===== src/rtl/free_list_pkg.sv =====
// Shared sizing constants for the physical-register free list.
// Pointer width is the index width plus one wrap bit.
package free_list_pkg;

  localparam int PROJ_NUM_PHYS_REGS = 64;
  localparam int PROJ_NUM_ARCH_REGS = 32;
  localparam int PROJ_LOG_PHYS      = 6;
  localparam int FREELIST_PTR_BITS  = PROJ_LOG_PHYS + 1;

endpackage


===== src/rtl/free_list.sv =====
// Physical-register free list: circular buffer with a speculative head (rename),
// a commit head (retire) and a tail (reclaim). Optional macro: FREELIST_DOUBLE_FREE_CHECK_EN.
module free_list
  import free_list_pkg::*;
#(
  parameter int NUM_PHYS = PROJ_NUM_PHYS_REGS,
  parameter int NUM_ARCH = PROJ_NUM_ARCH_REGS,
  parameter int LOG_PHYS = PROJ_LOG_PHYS
) (
  input  logic                CLK,
  input  logic                RESET,
  input  logic                Grabbed_regs,
  output logic [LOG_PHYS-1:0] Free_phys_reg,
  output logic                Free_reg_avail,
  output logic [LOG_PHYS:0]   Free_count,
  input  logic                Commit_alloc,
  input  logic                Retire_free_valid,
  input  logic [LOG_PHYS-1:0] Retire_free_reg,
  input  logic                Flush,
  output logic                Underflow_err,
  output logic                Overflow_err,
  output logic                Double_free_err
);

  localparam int PW = LOG_PHYS + 1;

  // Allocation handshake: Free_reg_avail acts as valid for Free_phys_reg and
  // Grabbed_regs as the consumer's take; a take without valid is an underflow
  // and is ignored. Both sides see registered pointers only (no bypass).

  logic [LOG_PHYS-1:0] mem [NUM_PHYS];
  logic [PW-1:0]       spec_head;
  logic [PW-1:0]       commit_head;
  logic [PW-1:0]       tail;

  logic [PW-1:0] spec_count;
  logic [PW-1:0] commit_span;
  logic          full;
  logic          pop_req;
  logic          pop_ok;
  logic          push_req;
  logic          push_ok;
  logic          dup;
  logic          commit_ok;
  logic [PW-1:0] commit_next;
  logic [PW-1:0] spec_next;

  assign spec_count     = tail - spec_head;
  assign commit_span    = tail - commit_head;
  assign full           = (commit_span == PW'(NUM_PHYS));

  assign Free_phys_reg  = mem[spec_head[LOG_PHYS-1:0]];
  assign Free_reg_avail = (spec_count != '0);
  assign Free_count     = spec_count;

  // A flush overrides any pop in the same cycle.
  assign pop_req   = Grabbed_regs && !Flush;
  assign pop_ok    = pop_req && (spec_count != '0);
  // Phys 0 is the hard-wired zero register and never re-enters the list.
  assign push_req  = Retire_free_valid && (Retire_free_reg != '0);
  assign push_ok   = push_req && !full && !dup;
  assign commit_ok = Commit_alloc && (commit_head != spec_head);

  assign commit_next = commit_head + PW'(commit_ok);
  assign spec_next   = Flush ? commit_next : (spec_head + PW'(pop_ok));

  always_ff @(posedge CLK or posedge RESET) begin
    if (RESET) begin
      spec_head   <= '0;
      commit_head <= '0;
      tail        <= PW'(NUM_PHYS - NUM_ARCH);
    end else begin
      spec_head   <= spec_next;
      commit_head <= commit_next;
      if (push_ok) tail <= tail + 1'b1;
    end
  end

  always_ff @(posedge CLK or posedge RESET) begin
    if (RESET) begin
      for (int i = 0; i < NUM_PHYS; i++) begin
        mem[i] <= (i < NUM_PHYS - NUM_ARCH) ? LOG_PHYS'(NUM_ARCH + i) : '0;
      end
    end else if (push_ok) begin
      mem[tail[LOG_PHYS-1:0]] <= Retire_free_reg;
    end
  end

  always_ff @(posedge CLK or posedge RESET) begin
    if (RESET) begin
      Underflow_err <= 1'b0;
      Overflow_err  <= 1'b0;
    end else begin
      if (pop_req && (spec_count == '0)) Underflow_err <= 1'b1;
      if (push_req && full)              Overflow_err  <= 1'b1;
    end
  end

`ifdef FREELIST_DOUBLE_FREE_CHECK_EN
  logic [NUM_PHYS-1:0] is_free;
  logic [NUM_PHYS-1:0] is_free_next;
  logic [NUM_PHYS-1:0] restore_mask;
  logic [PW-1:0]       squash_span;
  logic [PW-1:0]       pos;

  assign dup         = is_free[Retire_free_reg];
  assign squash_span = spec_head - spec_next;

  // Entries between the restored head and the old head were handed out
  // speculatively; a flush marks their registers free again.
  always_comb begin
    restore_mask = '0;
    pos          = '0;
    if (Flush) begin
      for (int k = 0; k < NUM_PHYS; k++) begin
        pos = spec_next + PW'(k);
        if (PW'(k) < squash_span) restore_mask[mem[pos[LOG_PHYS-1:0]]] = 1'b1;
      end
    end
  end

  always_comb begin
    is_free_next = is_free;
    if (pop_ok) is_free_next[Free_phys_reg] = 1'b0;
    is_free_next = is_free_next | restore_mask;
    if (push_ok) is_free_next[Retire_free_reg] = 1'b1;
  end

  always_ff @(posedge CLK or posedge RESET) begin
    if (RESET) begin
      for (int i = 0; i < NUM_PHYS; i++) is_free[i] <= (i >= NUM_ARCH);
      Double_free_err <= 1'b0;
    end else begin
      is_free <= is_free_next;
      if (push_req && dup) begin
        Double_free_err <= 1'b1;
        $display("FREELIST: double free %d", Retire_free_reg);
      end
    end
  end
`else
  assign dup             = 1'b0;
  assign Double_free_err = 1'b0;
`endif

endmodule


===== config.mk =====
export PLATFORM = sky130hd
export DESIGN_NAME = free_list
export DESIGN_NICKNAME = d
export VERILOG_FILES = /design/src/rtl/free_list_pkg.sv /design/src/rtl/free_list.sv
export SDC_FILE = /design/constraint.sdc
export NUM_CORES = 1
export LEC_CHECK = 0
export ABC_AREA = 1
export CELL_PAD_IN_SITES_DETAIL_PLACEMENT = 0
export CELL_PAD_IN_SITES_GLOBAL_PLACEMENT = 1
export CORE_ASPECT_RATIO = 2
export CORE_UTILIZATION = 43
export CTS_CLUSTER_DIAMETER = 60
export DETAILED_ROUTE_END_ITERATION = 10
export PLACE_DENSITY_LB_ADDON = 0.1
export SYNTH_ARGS = -nofsm -noshare
export SYNTH_HDL_FRONTEND = slang
export SYNTH_SLANG_ARGS = --single-unit

===== constraint.sdc =====
create_clock -name CLK -period 30.2 [get_ports CLK]
set_clock_uncertainty 0.1 [all_clocks]
set_input_delay 6.04 -clock CLK [delete_from_list [all_inputs] [get_ports CLK]]
set_output_delay 6.04 -clock CLK [all_outputs]
set_load 0.02 [all_outputs]

# Word-level counts from Yosys, hierarchy flattened
# Index checks and enable logic that the tools add are counted.
# W data, S select, Z words.
[word_totals]
regBits = 407
latch_bits = 0
ramBits = 0
mem_bits_ro = 0
output_inout_bits = 17
word_cells = 101
memories = 0
[classes]
n_addsub = 5
multipliers = 0
div_mod_pow = 0
magnitude_cmp = 3
n_eq_ne = 2
n_shift = 0
muxes = 7
bitwise = 2
n_reduce_logical = 13
[ops]
columns = ["cell", "n"]
rows = [
  ["$bwmux W384", 1],
  ["$bmux W6 S6", 1],
  ["$demux W6 S6", 1],
  ["$mux W6", 3],
  ["$add A7 B1 Y7", 2],
  ["$ge A7 B7 Y1 const B", 2],
  ["$not A6 Y7", 2],
  ["$sub A7 B7 Y7", 2],
  ["$logic_and A1 B1 Y1", 8],
  ["$add A7 B1 Y7 const B", 1],
  ["$eq A7 B7 Y1 const B", 1],
  ["$logic_not A7 Y1", 1],
  ["$lt A7 B1 Y1 const B", 1],
  ["$mux W7", 1],
  ["$ne A7 B7 Y1", 1],
  ["$reduce_bool A7 Y1", 1],
  ["$reduce_bool A6 Y1", 1],
  ["$logic_not A1 Y1", 2],
]

# Logic depth before layout (Yosys ltp)
# Gate-level depths: netlist of the first run.
[depth]
depth_word = 6
depth_mapped = 22

# Least setup slack after synthesis of the first run
# Ideal clock, no wire load.
[synth_timing]
path_type = "register to output"
start = "register spec_head[2]"
end = "output Free_reg_avail"
arrival_time_ns = 2.362
required_time_ns = 24.060
setup_slack_ns = 21.698
stages_incl_launch_ff = 12
path_buffers = 4
cell_sequence = "dfrtp_1 clkbuf_1 inv_1 buf_2 buf_2 ha_1 clkbuf_1 nand3_1 nand2_1 xor2_1 nor2_1 nand3_1"
[synth_via]
elab_chain_cells = 2
[synth_rtl]
columns = ["element", "line", "text"]
rows = [
  ["from (decl)", "free_list.sv:32", "logic [PW-1:0] spec_head;"],
  ["from (signal assigned)", "free_list.sv:73", "spec_head <= spec_next;"],
  ["$sub A7 B7 Y7", "free_list.sv:48", "assign spec_count = tail - spec_head;"],
  ["named net Free_count[4]", "free_list.sv:15", "output logic [LOG_PHYS:0] Free_count,"],
  ["$reduce_bool A7 Y1", "free_list.sv:53", "assign Free_reg_avail = (spec_count != '0);"],
  ["to (decl)", "free_list.sv:14", "output logic Free_reg_avail,"],
]
# The timed path passes the listed nets, and every way through them passes these cells.

# Worst setup path after layout of the first run
[layout_timing]
start = "register spec_head[0]"
end = "output Free_phys_reg[5]"
[layout_via]
elab_chain_cells = 4
[layout_rtl]
columns = ["element", "line", "text"]
rows = [
  ["$not A6 Y7 (not written as such)", "free_list.sv:52", "assign Free_phys_reg = mem[spec_head[LOG_PHYS-1:0]];"],
  ["$bmux W6 S6", "free_list.sv:52", ""],
  ["$mux W6 (not written as such) (2 in a row)", "free_list.sv:52", ""],
  ["to (decl)", "free_list.sv:13", "output logic [LOG_PHYS-1:0] Free_phys_reg,"],
]
# Every way passes these cells. The select of a mux whose other input is x is not followed.

==> flow_metrics.env, run 1 <==
export IMPL_clockBufferDepth=3
export IMPL_wl_um=78300
export IMPL_crit_type="flop to output pin"
export IMPL_synth_top_cells_by_count="nand2_1, nand4_1, nand3_1, dfrtp_1, inv_1"
export IMPL_cts_tree="built"
export IMPL_die_h_um=327
export IMPL_ios=29
export IMPL_fin_cells=3685
export IMPL_drv_slew=0
export IMPL_max_slew_margin=0.265
export IMPL_overflow=0
export IMPL_dp_hpwl_um=47900
export IMPL_final_nets=3016
export IMPL_start_util=0.435
export IMPL_area_growth_pct=7.42
export IMPL_p_leak_nw=12.1
export IMPL_route_detailed_drc=0
export IMPL_finalSetupTns_ns=0
export IMPL_synth_seq_area_share=0.453
export IMPL_synth_warnings=0
export IMPL_syn_area_per_cell_um2=7.31
export IMPL_hold_buffers=0
export IMPL_vias=21100
export IMPL_clk_pin_slew_ns=0.07
export IMPL_drive_gt1_frac=0.0937
export IMPL_wl_per_cell_um=21.2
export IMPL_cp_data_required_time_ns=24.06
export IMPL_cts_buffers=42
export IMPL_dp_cells=3607
export IMPL_gp_congestion=0.877
export IMPL_max_freq_mhz=92.4
export IMPL_drt_iter0_drc=1706
export IMPL_setup_viol=0
export IMPL_place_area_mm2=0.0231
export IMPL_vias_per_cell=5.73
export IMPL_rsz0062_at_grt="false"
export IMPL_htree_levels=2
export IMPL_cap_violations=0
export IMPL_endpoint_kind="output pin"
export IMPL_period_minus_slack_ns=10.82
export IMPL_min_path_type="flop to flop"
export IMPL_finalCritPeriodShare=0.358
export IMPL_synth_top_area_frac=0.323
export IMPL_grt_pass1_wl_um=123000
export IMPL_p_per_area_mw_per_mm2=93.6
export IMPL_worst_pin_slew_ns=1.10
export IMPL_final_hold_violation_count=0
export IMPL_grt_use_total=0.300
export IMPL_rows=119
export IMPL_io_buffers=27
export IMPL_synth_top_cell_by_area="dfrtp_1"
export IMPL_antenna_found_initial=0
export IMPL_fin_hold_ws_ns=0.363
export IMPL_syn_area_mm2=0.0228
export IMPL_startpoint_type="flop"
export IMPL_total_power_mw=2.29
export IMPL_ys_seq_elements=407
export IMPL_insertion_delay_ns=0.58
export IMPL_synth_cells=3116
export IMPL_ys_flop_type="dfrtp_1"
export IMPL_cts_sinks=407
export IMPL_core_mm2=0.0524
export IMPL_drt_pass1_iterations=5
export IMPL_fill_cells=5368
export IMPL_irDropWorstVdd_mv=0.0627
export IMPL_post_cts_buffers=0
export IMPL_yosysUniqueCellTypes=29
export IMPL_grt_pass1_vias=21200
export IMPL_status="completed"
export IMPL_insertedDiodeCount=0
export IMPL_syn_nets=3146
export IMPL_dieArea_mm2=0.0539
export IMPL_cp_max_fo=84
export IMPL_post_synth_top_count_cell="nand2_1"
export IMPL_cts_resized=0
export IMPL_crit_arrival_ns=4.68
export IMPL_async_flop_share=1.00
export IMPL_clockRootBuffer="clkbuf_16"
export IMPL_synth_area_leaders="dfrtp_1, nand2_1, dfstp_2, nand4_1, nand3_1"
export IMPL_design_area_mm2=0.0245
export IMPL_postRouteAntennaNets=0
export IMPL_synth_edf_count=0
export IMPL_grt_start_max_net_pins=198
export IMPL_fp_dieW_um=165
area by class of cell:
type                       instances  area, um2  area share
clock buffer                      66       1270      0.0521
clock inverter                    12        120     0.00491
inverter                         172        667      0.0273
multi-input combinational       2310      10800       0.440
sequential                       407      10300       0.422
tap                              665        832      0.0340
timing repair buffer              53        473      0.0193
through the flow:
| stage | util | setup WS, ns |
|---|---|---|
| after detailed placement | 0.440 | 19.21 |
| after CTS | 0.467 | 19.33 |
| final | 0.467 | 19.38 |
| after global placement | 0.440 | 19.25 |
| after global routing | 0.467 | 19.09 |
| after floorplan | - | 12.92 |
logic make-up after synthesis:
group | count (synthesis) | share of synthesized area
simple gates | 2249 | 0.449
compound gates | 24 | 0.00566
fa+ha+maj | 18 | 0.0102
flops | 407 | 0.453
buf+inv | 399 | 0.0743
xor+xnor | 18 | 0.00692
other cells | 1 | 0.000165
worst paths after layout:
| kind | end | startpoint | slack [ns] | depth (start not counted) |
|---|---|---|---|---|
| max in group asynchronous | spec_head[0] | RESET | 21.65 | 4 |
| setup reg to reg | mem[369] | tail[0] | 25.10 | 16 |
| hold / removal | mem[348] | mem[348] | 0.36 | 2 |
| setup / recovery | Free_phys_reg[5] | spec_head[0] | 19.38 | 13 |
| hold reg to reg | mem[348] | mem[348] | 0.36 | 2 |
| min in group asynchronous | mem[178] | RESET | 5.95 | 2 |
registers in the layout, summed over array words and instances, names as in the netlist:
name / flops
commit_head: 7
mem: 384
tail: 7
Overflow_err: 1
spec_head: 7
Underflow_err: 1
worst max-delay path, cell delays in order (launching register included):
cell and delay (ns):
dfrtp_4 0.76, buf_4 0.74, buf_4 0.85, nand2_1 0.18, nand2_1 0.12, nand2_1 0.07
nand3_1 0.09, nand3_1 0.11, nand2_1 0.11, nand2_1 0.09, nand2_1 0.09, inv_1 0.08
nand2_1 0.08, clkdlybuf4s50_1 0.64
placed cells by master (no fill, tap or decap), drive strengths merged:
cell type	instances
clkinvlp	1
fa	1
nor2	89
clkbuf	66
or2	2
nand3b	1
inv	170
xnor2	4
nand2	1372
xor2	14
dfstp	113
nor3	2
clkdlybuf4s50	21
ha	17
nand4	393
nand3	390
clkinv	11
buf	32
dfrtp	294
a21oi	12
bufinv	2
conb	1
o21ai	9
a41oi	1
o21bai	2
where the power goes:
group	total, mW	switching, mW	internal [mW]
logic	0.973	0.697	0.276
clock network	0.541	0.233	0.308
registers	0.777	0.0940	0.683
total	2.29	1.02	1.27
layer usage:
metal / global-route usage / vias to the layer above / share of wire
met4: 0.164 / 0 / 0.056
li1: - / 10000 / -
met5: 0 / - / 0
met1: 0.348 / 10300 / 0.38
met3: 0.0346 / 198 / 0.043
met2: 0.529 / 577 / 0.52
No activity file was read; power rests on OpenSTA's default activity.
==> run 2, diff against run 1 <==
clock period = 9.3 ns   (was 30.2 ns; I/O delays follow)
==> run 2 against run 1 <==
Sequential power rose to 3.3 times the previous value. Worst hold slack worse by 0.0019 ns. Clock power rose to 3.3 times the previous value. Combinational power rose to 3.3 times the previous value. Final cell count about the same. Design area up 0.34%. Clock-buffer cell count down 5. Largest cell class unchanged. Register-to-register slack worse by 20 ns. Utilization up 0.16 points. Critical path type unchanged. First-iteration DRC count up 9.6%. Critical endpoint is now Free_phys_reg[4]. Global-route usage up 0.29 points. Die area unchanged.
==> flow_metrics.env, run 2 (synthesis gave the netlist of run 1 again) <==
export IMPL_status="completed"
export IMPL_post_cts_buffers=0
export IMPL_area_growth_pct=7.79
export IMPL_timing_final_ws_setup_ns=3.06
export IMPL_cts_buffers=41
export IMPL_antenna_found_initial=0
export IMPL_drt_pass1_iterations=6
export IMPL_drive_gt1_frac=0.0976
export IMPL_total_power_mw=7.55
export IMPL_fin_cells=3688
export IMPL_vias=21200
export IMPL_fill_cells=5459
export IMPL_ios=29
export IMPL_io_buffers=27
export IMPL_route_detailed_drc=0
export IMPL_hold_path_depth=2
export IMPL_final_nets=3020
export IMPL_insertion_delay_ns=0.58
export IMPL_gp_congestion=0.865
export IMPL_path_delay_family="buffers and inverters"
export IMPL_cts_sinks=407
export IMPL_cts_resized=0
export IMPL_p_leak_nw=12.1
export IMPL_max_slew_margin=0.191
export IMPL_grt_pass1_wl_um=124000
export IMPL_drt_iter0_drc=1869
export IMPL_cts_tree="built"
export IMPL_max_freq_mhz=160
export IMPL_setup_viol=0
export IMPL_htree_levels=2
export IMPL_postRouteAntennaNets=0
export IMPL_p_per_area_mw_per_mm2=308
export IMPL_cpMostUsedCell="nand2_1"
export IMPL_rr_worst_depth=18
export IMPL_crit_chain="clkinv_2, buf_4, nand3_1, nand3_1, nand3_1, nand2_1, nand2_1, nand2_1, inv_1, nand2_1, clkdlybuf4s50_1"
export IMPL_finalCritPeriodShare=0.671
export IMPL_largest_register="mem"
export IMPL_period_minus_slack_ns=6.24
export IMPL_layout_commonest_cell="nand2_1"
export IMPL_rsz0062_at_grt="false"
export IMPL_grt_use_total=0.303
export IMPL_layout_common_cells="nand2_1, nand4_1, nand3_1"
export IMPL_slowest_delay_ns=0.78
export IMPL_cap_violations=0
export IMPL_clk_pin_slew_ns=0.07
export IMPL_largest_reg_flops=384
export IMPL_cp_max_fo=66
export IMPL_grt_pass1_vias=20900
export IMPL_wl_per_cell_um=21.8
export IMPL_crit_cells=11
export IMPL_crit_type="flop to output pin"
export IMPL_clockBufferDepth=3
export IMPL_overflow=0
export IMPL_startpoint_type="flop"
export IMPL_design_area_mm2=0.0245
export IMPL_drv_slew=0
export IMPL_fp_dieW_um=165
export IMPL_irDropWorstVdd_mv=0.205
export IMPL_clockRootBuffer="clkbuf_16"
export IMPL_vias_per_cell=5.75
export IMPL_dp_hpwl_um=49300
export IMPL_dp_cells=3612
export IMPL_min_path_type="flop to flop"
export IMPL_wl_um=80300
export IMPL_rows=119
export IMPL_die_h_um=327
export IMPL_endpoint_kind="output pin"
export IMPL_core_mm2=0.0524
export IMPL_dieArea_mm2=0.0539
export IMPL_hold_buffers=0
export IMPL_crit_arrival_ns=4.28
export IMPL_start_util=0.435
export IMPL_cp_data_required_time_ns=7.34
export IMPL_regArea_mm2=0.0103
export IMPL_worst_pin_slew_ns=1.21
export IMPL_finalSetupTns_ns=0
export IMPL_pre_cts_ws_ns=3.71
export IMPL_multi_input_area_mm2=0.0108
export IMPL_insertedDiodeCount=0
export IMPL_final_hold_violation_count=0
export IMPL_grt_start_max_net_pins=182
export IMPL_timing_critical_path_buf_inv=4
export IMPL_cp_slowest_cell="buf_4"
export IMPL_place_area_mm2=0.0231
## run 2: cell types whose count changed in the layout (fill, tap and decap cells not counted)
cell	delta
bufinv_16	+1
clkinv_2	+2
buf_12	+1
clkbuf_8	+6
clkbuf_1	-9
inv_8	-1
clkbuf_16	-2
clkinvlp_4	+2
clkinv_4	-1
buf_4	+4
## run 2: worst paths after layout
check	startpoint	slack [ns]	endpoint
min in group asynchronous	RESET	1.62	mem[137]
setup / recovery	spec_head[1]	3.06	Free_phys_reg[4]
setup reg to reg	spec_head[0]	5.07	spec_head[6]
max in group asynchronous	RESET	5.48	mem[57]
hold reg to reg	mem[327]	0.36	mem[327]
hold / removal	mem[327]	0.36	mem[327]
## run 2: metal layers
| metal | wire length, um | global-route usage | part of all wire | up-vias |
|---|---|---|---|---|
| li1 | - | - | - | 10000 |
| met1 | 30700 | 0.349 | 0.38 | 10400 |
| met2 | 41500 | 0.538 | 0.52 | 586 |
| met3 | 2940 | 0.0266 | 0.037 | 194 |
| met4 | 5110 | 0.176 | 0.064 | 0 |
| met5 | 0 | 0 | 0 | - |
## run 2: tightest hold or removal path, delay by kind of cell, from the launching register on
family | cells | cell delay (ns)
flip-flops | 1 | 0.37
AND/OR/NAND/NOR | 2 | 0.09
## run 2: layout make-up
cell class,instances,area share
well taps,665,0.0339
clock inverters,15,0.00647
clock buffers,61,0.0519
inverters,172,0.0270
flip-flops and latches,407,0.421
repair buffers,58,0.0213
multi-input cells,2310,0.438
## run 2: through the flow
step                hold slack, ns   util
CTS                          0.362  0.468
global route                 0.370  0.468
detailed placement           0.352  0.441
finish                       0.361  0.468
global placement             0.350  0.441
floorplan                    0.342      -
## run 2: power breakdown
group | switching [mW] | internal, mW
Clock | 0.764 | 1.03
Combinational | 2.31 | 0.906
Sequential | 0.318 | 2.22
Total | 3.39 | 4.16
